**config.mk**
```make
export PLATFORM = sky130hd
export DESIGN_NAME = instruction_fetch
export DESIGN_NICKNAME = d
export VERILOG_FILES = /design/src/rtl/ifetch_pkg.sv /design/src/rtl/fetch_fifo.sv /design/src/rtl/instruction_fetch.sv
export SDC_FILE = /design/constraint.sdc
export NUM_CORES = 1
export LEC_CHECK = 0
export ABC_AREA = 1
export CORE_MARGIN = 2
export CORE_UTILIZATION = 46
export CTS_CLUSTER_DIAMETER = 200
export DETAILED_ROUTE_END_ITERATION = 7
export MAX_ROUTING_LAYER = met4
export PLACE_DENSITY = 0.78
export SKIP_CTS_REPAIR_TIMING = 1
export SLEW_MARGIN = 15
export SYNTH_ARGS = -nofsm -noshare
export SYNTH_HDL_FRONTEND = slang
export SYNTH_SLANG_ARGS = --single-unit
```
**constraint.sdc**
```tcl
create_clock -name clk -period 4.65 [get_ports clk]
set_input_delay 0.93 -clock clk [delete_from_list [all_inputs] [get_ports clk]]
set_output_delay 0.93 -clock clk [all_outputs]
set_load 0.05 [all_outputs]
```
**src/rtl/ifetch_pkg.sv**
```systemverilog
// Shared types for the instruction fetch stage: buffer entry and FSM states.
// Latency: n/a (types only).
// Backpressure: n/a (types only).
package ifetch_pkg;

    localparam int IF_XLEN = 32;

    typedef struct packed {
        logic [IF_XLEN-1:0] instr;
        logic [IF_XLEN-1:0] pc;
        logic               err;
    } fetch_entry_t;

    typedef enum logic [1:0] {
        IDLE    = 2'd0,
        REQ     = 2'd1,
        WAIT    = 2'd2,
        DISCARD = 2'd3
    } fetch_state_e;

endpackage

```
**src/rtl/fetch_fifo.sv**
```systemverilog
// Synchronous FIFO of fetch entries with clear; head entry shown on o_dat.
// Latency: a push becomes visible at the head one cycle later.
// Backpressure: push ignored when full unless a pop happens the same cycle; clear beats push/pop.
module fetch_fifo
    import ifetch_pkg::*;
#(
    parameter int DEPTH = 2
) (
    input  logic                   clk,
    input  logic                   rst,
    input  logic                   i_push,
    input  logic                   i_pop,
    input  logic                   i_clear,
    input  fetch_entry_t           i_dat,
    output fetch_entry_t           o_dat,
    output logic [$clog2(DEPTH):0] o_count,
    output logic                   o_full,
    output logic                   o_empty
);
    localparam int AW = $clog2(DEPTH);

    fetch_entry_t  r_mem [DEPTH];
    logic [AW-1:0] r_wr_ptr;
    logic [AW-1:0] r_rd_ptr;
    logic [AW:0]   r_count;
    logic          w_push;
    logic          w_pop;

    assign o_empty = (r_count == '0);
    assign o_full  = (r_count == (AW+1)'(DEPTH));
    assign o_count = r_count;
    assign w_pop   = i_pop && !o_empty;
    assign w_push  = i_push && (!o_full || w_pop);
    // Empty buffer shows zeros so downstream never sees stale storage.
    assign o_dat   = o_empty ? '0 : r_mem[r_rd_ptr];

    // Storage array: written on accepted push, no reset needed.
    always_ff @(posedge clk) begin
        if (w_push && !i_clear) begin
            r_mem[r_wr_ptr] <= i_dat;
        end
    end

    // Pointers and occupancy; clear drops everything in one cycle.
    always_ff @(posedge clk) begin
        if (rst || i_clear) begin
            r_wr_ptr <= '0;
            r_rd_ptr <= '0;
            r_count  <= '0;
        end else begin
            if (w_push) begin
                r_wr_ptr <= r_wr_ptr + 1'b1;
            end
            if (w_pop) begin
                r_rd_ptr <= r_rd_ptr + 1'b1;
            end
            case ({w_push, w_pop})
                2'b10:   r_count <= r_count + 1'b1;
                2'b01:   r_count <= r_count - 1'b1;
                default: r_count <= r_count;
            endcase
        end
    end

endmodule

```
**src/rtl/instruction_fetch.sv**
```systemverilog
// Fetch stage: one outstanding imem request, responses buffered for decode; optional IFETCH_PERF_EN counters.
// Latency: gnt in cycle N, rvalid in N+1 -> if_valid_o in N+2; one instruction per cycle when streaming.
// Backpressure: no request is issued unless a buffer slot is reserved for its response; decode stalls via if_ready_i.
module instruction_fetch
    import ifetch_pkg::*;
#(
    parameter int                    DATA_WIDTH = IF_XLEN,
    parameter int                    FIFO_DEPTH = 2,
    parameter logic [DATA_WIDTH-1:0] MAX_PC     = 32'h00000100
) (
    input  logic                  clk,
    input  logic                  rst,
    input  logic [DATA_WIDTH-1:0] pc_i,
    output logic                  pc_write_o,
    input  logic                  flush_i,
    output logic                  imem_req_o,
    output logic [DATA_WIDTH-1:0] imem_addr_o,
    input  logic                  imem_gnt_i,
    input  logic                  imem_rvalid_i,
    input  logic [DATA_WIDTH-1:0] imem_rdata_i,
    input  logic                  imem_err_i,
    output logic                  if_valid_o,
    input  logic                  if_ready_i,
    output logic [DATA_WIDTH-1:0] if_instr_o,
    output logic [DATA_WIDTH-1:0] if_pc_o,
    output logic                  if_err_o
`ifdef IFETCH_PERF_EN
    ,
    output logic [31:0]           perf_fetched_o,
    output logic [31:0]           perf_stall_o
`endif
);
    localparam int CW = $clog2(FIFO_DEPTH) + 1;

    fetch_state_e          r_state;
    fetch_state_e          w_state_nxt;
    logic                  r_kill;
    logic                  w_kill_nxt;
    logic [DATA_WIDTH-1:0] r_addr_q;
    logic [DATA_WIDTH-1:0] w_addr_nxt;

    logic                  w_push;
    fetch_entry_t          w_push_dat;
    fetch_entry_t          w_head;
    logic [CW-1:0]         w_count;
    logic                  w_full;
    logic                  w_empty;
    logic                  w_pop;
    logic                  w_outstanding;
    logic [CW:0]           w_used;
    logic [CW:0]           w_cap;
    logic                  w_space;
    logic                  w_bad;

    assign w_pop         = !w_empty && if_ready_i;
    assign w_outstanding = (r_state == WAIT) || (r_state == DISCARD);
    // A slot is free when buffered + in-flight entries stay below capacity, counting this cycle's pop.
    assign w_used        = {1'b0, w_count} + {{CW{1'b0}}, w_outstanding};
    assign w_cap         = (CW+1)'(FIFO_DEPTH) + {{CW{1'b0}}, w_pop};
    assign w_space       = (w_used < w_cap);
    assign w_bad         = (pc_i[1:0] != 2'b00) || (pc_i > MAX_PC);

    // State, pending-kill flag and captured request address.
    always_ff @(posedge clk) begin
        if (rst) begin
            r_state  <= IDLE;
            r_kill   <= 1'b0;
            r_addr_q <= '0;
        end else begin
            r_state  <= w_state_nxt;
            r_kill   <= w_kill_nxt;
            r_addr_q <= w_addr_nxt;
        end
    end

    // Next state, memory request, PC advance and buffer push.
    always_comb begin
        w_state_nxt = r_state;
        w_kill_nxt  = r_kill;
        w_addr_nxt  = r_addr_q;
        imem_req_o  = 1'b0;
        imem_addr_o = r_addr_q;
        pc_write_o  = 1'b0;
        w_push      = 1'b0;
        w_push_dat  = '{instr: imem_rdata_i, pc: r_addr_q, err: imem_err_i};

        case (r_state)
            IDLE: begin
                if (flush_i) begin
                    pc_write_o = 1'b1;
                end else if (w_space) begin
                    if (w_bad) begin
                        // Faulting address: report it without touching memory or the PC.
                        w_push     = 1'b1;
                        w_push_dat = '{instr: '0, pc: pc_i, err: 1'b1};
                    end else begin
                        imem_req_o  = 1'b1;
                        imem_addr_o = pc_i;
                        w_addr_nxt  = pc_i;
                        if (imem_gnt_i) begin
                            pc_write_o  = 1'b1;
                            w_state_nxt = WAIT;
                        end else begin
                            w_state_nxt = REQ;
                        end
                    end
                end
            end
            REQ: begin
                // Request stays up with a stable address until granted, even across a flush.
                imem_req_o  = 1'b1;
                imem_addr_o = r_addr_q;
                if (flush_i) begin
                    pc_write_o = 1'b1;
                    w_kill_nxt = 1'b1;
                end
                if (imem_gnt_i) begin
                    w_kill_nxt = 1'b0;
                    if (flush_i || r_kill) begin
                        w_state_nxt = DISCARD;
                    end else begin
                        pc_write_o  = 1'b1;
                        w_state_nxt = WAIT;
                    end
                end
            end
            WAIT: begin
                if (flush_i) begin
                    pc_write_o  = 1'b1;
                    // A response arriving with the flush is dropped and closes the transaction.
                    w_state_nxt = imem_rvalid_i ? IDLE : DISCARD;
                end else if (imem_rvalid_i) begin
                    w_push = 1'b1;
                    if (w_space && !w_bad) begin
                        imem_req_o  = 1'b1;
                        imem_addr_o = pc_i;
                        w_addr_nxt  = pc_i;
                        if (imem_gnt_i) begin
                            pc_write_o  = 1'b1;
                            w_state_nxt = WAIT;
                        end else begin
                            w_state_nxt = REQ;
                        end
                    end else begin
                        // Bad next PC is handled from IDLE, where the push port is free.
                        w_state_nxt = IDLE;
                    end
                end
            end
            DISCARD: begin
                if (flush_i) begin
                    pc_write_o = 1'b1;
                end
                if (imem_rvalid_i) begin
                    w_state_nxt = IDLE;
                end
            end
            default: begin
                w_state_nxt = IDLE;
            end
        endcase

        if (rst) begin
            imem_req_o  = 1'b0;
            imem_addr_o = '0;
            pc_write_o  = 1'b0;
            w_push      = 1'b0;
        end
    end

    fetch_fifo #(
        .DEPTH (FIFO_DEPTH)
    ) u_fifo (
        .clk     (clk),
        .rst     (rst),
        .i_push  (w_push && !flush_i && (!w_full || w_pop)),
        .i_pop   (w_pop),
        .i_clear (flush_i),
        .i_dat   (w_push_dat),
        .o_dat   (w_head),
        .o_count (w_count),
        .o_full  (w_full),
        .o_empty (w_empty)
    );

    assign if_valid_o = !w_empty;
    assign if_instr_o = w_head.instr;
    assign if_pc_o    = w_head.pc;
    assign if_err_o   = w_head.err;

`ifdef IFETCH_PERF_EN
    logic [31:0] r_perf_fetched;
    logic [31:0] r_perf_stall;

    // Saturating counters: good instructions buffered and decode stall cycles.
    always_ff @(posedge clk) begin
        if (rst) begin
            r_perf_fetched <= '0;
            r_perf_stall   <= '0;
        end else begin
            if (w_push && !flush_i && !w_push_dat.err && (r_perf_fetched != '1)) begin
                r_perf_fetched <= r_perf_fetched + 1'b1;
            end
            if (if_valid_o && !if_ready_i && (r_perf_stall != '1)) begin
                r_perf_stall <= r_perf_stall + 1'b1;
            end
        end
    end

    assign perf_fetched_o = r_perf_fetched;
    assign perf_stall_o   = r_perf_stall;
`endif

endmodule

```
==> flow_summary.ini <==
[status]
outcome = finished clean

[sta]
rsz0062_at_grt = no
hold_viol_final = 0
period_minus_slack_ns = 4.08
slew_violations = 0
max_freq_ghz = 0.245
period_share_pct = 87.8
setup_tns_ns = 0
tightestPinTransition_ns = 0.870
fin_worst_skew_ns = 0.00683
finalSetupViolations = 0
max-slew-margin-rel_pct = 41.8

[clock_network]
clock_sinks = 170
cts_tree = built
ctsRootBufferMaster = clkbuf_16
cts_buffer_depth = 2
insertion_delay_ns = 0.42
cts.clk_slew.worst_paths_ns = 0.06
htree_num_levels = 4
cts-buffers-inserted = 17

[power_and_ir_drop]
pwr-share-clk_pct = 33.5
p_comb_share_pct = 22.8
ir_worst_vdd_mv = 0.343
p_int_uw = 3000
powerDensity_mw_per_mm2 = 433
netSwitchingFraction_pct = 30.6
power.switching_uw = 1320
power.leakage_uw = 0.00404
pwr-share-seq_pct = 43.7

[yosys]
syn_area_sq_mm = 0.00749
ys_warn_count = 0
synthTopCellsByArea = edfxtp_1 52%, nand2_1 11%, dfxtp_1 11%
synth-seq-cells = 170
synth_fp_nets = 876
yosysUniqueCellTypes = 34
synthFlopType = edfxtp_1
post-synth-top-count-cell = nand2_1
syn-instance-count = 802
synth_commonest_cells = 225 x nand2_1, 130 x edfxtp_1, 104 x inv_1
yosysSeqAreaShare_pct = 62.8
synth_top_area_cell = edfxtp_1
postSynthAreaPerCell_sq_um = 9.34
synth_top_cell_area_share_pct = 52.1
synthArstFlopShare_pct = 0
synth_edf_count = 130

[worst_setup_path]
cp-end-kind = primary output
cp.arrival_ns = 3.15
required_ns = 3.72
startpoint_type = primary input
cp_max_fo = 9
path_class = primary input to primary output

[global_routing]
grt_max_degree = 66
grt_pass1_wl_um = 30500
grt_pass1_vias = 5793
grt_overflow = 0
antenna_found_initial = 0
grt_usage_pct = 23.1

[placed_design]
dpl-instance-area_sq_mm = 0.00938
io_buffers = 170
place.gp.congestion = 0.887
dp_hpwl_um = 12800

[cells_and_area]
post_route_cells_drive_above_1_share_pct = 9.65
final_cell_area_sq_mm = 0.00997
fin_util_pct = 62.8
n_antenna_cell = 0
area_growth_pct = 33.1
fillers = 1306
fin_nets = 1035

[floorplanning]
die_h_um = 132
start_util_pct = 47.2
io_pins = 171
fp.dieW_um = 132
core_area_sq_mm = 0.0159
die-area_sq_mm = 0.0173
rows = 46

[drt]
drc = 0
drtAntennaViolNets = 0
first_iter_violations = 538
routed_wl_um = 19100
via_per_inst = 5.10
first_pass_iters = 5
wl_per_cell_um = 16.1
vias = 6069

[min_path]
min_path_type = flip-flop to flip-flop

[job]
maxCapViolCount = 0
-- routing by layer --
metal	global-route usage [%]	part of all wire (%)	routed length, um	up-vias
li1	-	-	-	2942
met1	30.8	45	8580	2847
met2	36.3	47	8980	255
met3	4.21	6.6	1260	25
met4	6.82	1.5	293	0
met5	-	0	0	-
-- registers in the layout (all words and copies together), names as in the netlist, named ones only --
| register | count |
|---|---|
| u_fifo.o_count | 2 |
| r_kill | 1 |
| u_fifo.r_rd_ptr | 1 |
| u_fifo.r_mem | 130 |
| u_fifo.r_wr_ptr | 1 |
| r_state | 2 |
| r_addr_q | 32 |
-- layout make-up --
cell class	instances	area, sq um	area share [%]
clock buffer	23	448	4.49
clock inverter	9	149	1.49
inverter	108	408	4.09
multi-input combinational	484	2200	22.1
sequential	170	4710	47.2
tap	216	270	2.71
timing repair buffer	180	1790	18.0
-- final timing paths --
kind              cells after the start  slack [ns]            start                   to
setup / recovery                     12        0.57         pc_i[17]       imem_addr_o[4]
hold / removal                        1        0.47  u_fifo.r_rd_ptr            flip-flop
setup reg to reg                      8        1.53       r_state[1]  u_fifo.r_mem[1][37]
hold reg to reg                       1        0.47  u_fifo.r_rd_ptr            flip-flop
-- power groups by stage --
stage,combinational [uW],sequential (uW),clock (uW)
after floorplan,695,1890,0
after global placement,958,1910,0
after detailed placement,979,1920,0
after CTS,982,1880,1470
after global routing,1070,1900,1550
final,987,1890,1450
-- worst max-delay path, stage by stage --
cell	delay (ns)
clkdlybuf4s50_1	0.45
nor2_1	0.13
nand2_1	0.12
nor2_2	0.17
nand2_1	0.08
nor2_2	0.16
nand2_1	0.13
nor2_4	0.10
nand3_2	0.21
inv_1	0.31
a21oi_1	0.18
buf_12	0.18
-- per-stage QoR --
step	instances	setup slack, ns	power, uW	hold WS, ns
final	1190	0.570	4320	0.467
after global routing	1190	0.354	4510	0.493
after CTS	1190	0.537	4340	0.468
after detailed placement	1158	0.537	2900	0.447
after global placement	1158	0.587	2870	0.431
after floorplan	802	0.878	2590	0.425
-- logic make-up after synthesis --
family	after synthesis	synth area share, %
flops	170	62.8
xor+xnor	2	0.234
buf+inv	148	7.92
simple gates	351	19.7
fa+ha+maj	3	0.501
compound gates	128	8.85
-- cell usage in the layout, fill, tap and decap left out, types with 2 or more instances in the layout --
master / n
clkdlybuf4s50_1: 136
bufinv_16: 4
nand2_4: 2
nand3_2: 2
o21ai_1: 6
edfxtp_1: 130
buf_12: 8
ha_1: 3
clkinv_2: 4
a31oi_1: 7
nor3_1: 3
inv_1: 101
nor2_1: 61
clkbuf_16: 17
o22ai_1: 4
nor2_4: 4
nand2_2: 3
buf_4: 36
dfxtp_1: 39
a21oi_1: 78
nand2_1: 225
nor2_2: 2
clkbuf_1: 6
o21ai_0: 30
nand3_1: 41
nand4_1: 5
inv_2: 6
Power figures use the tool's default switching activity.
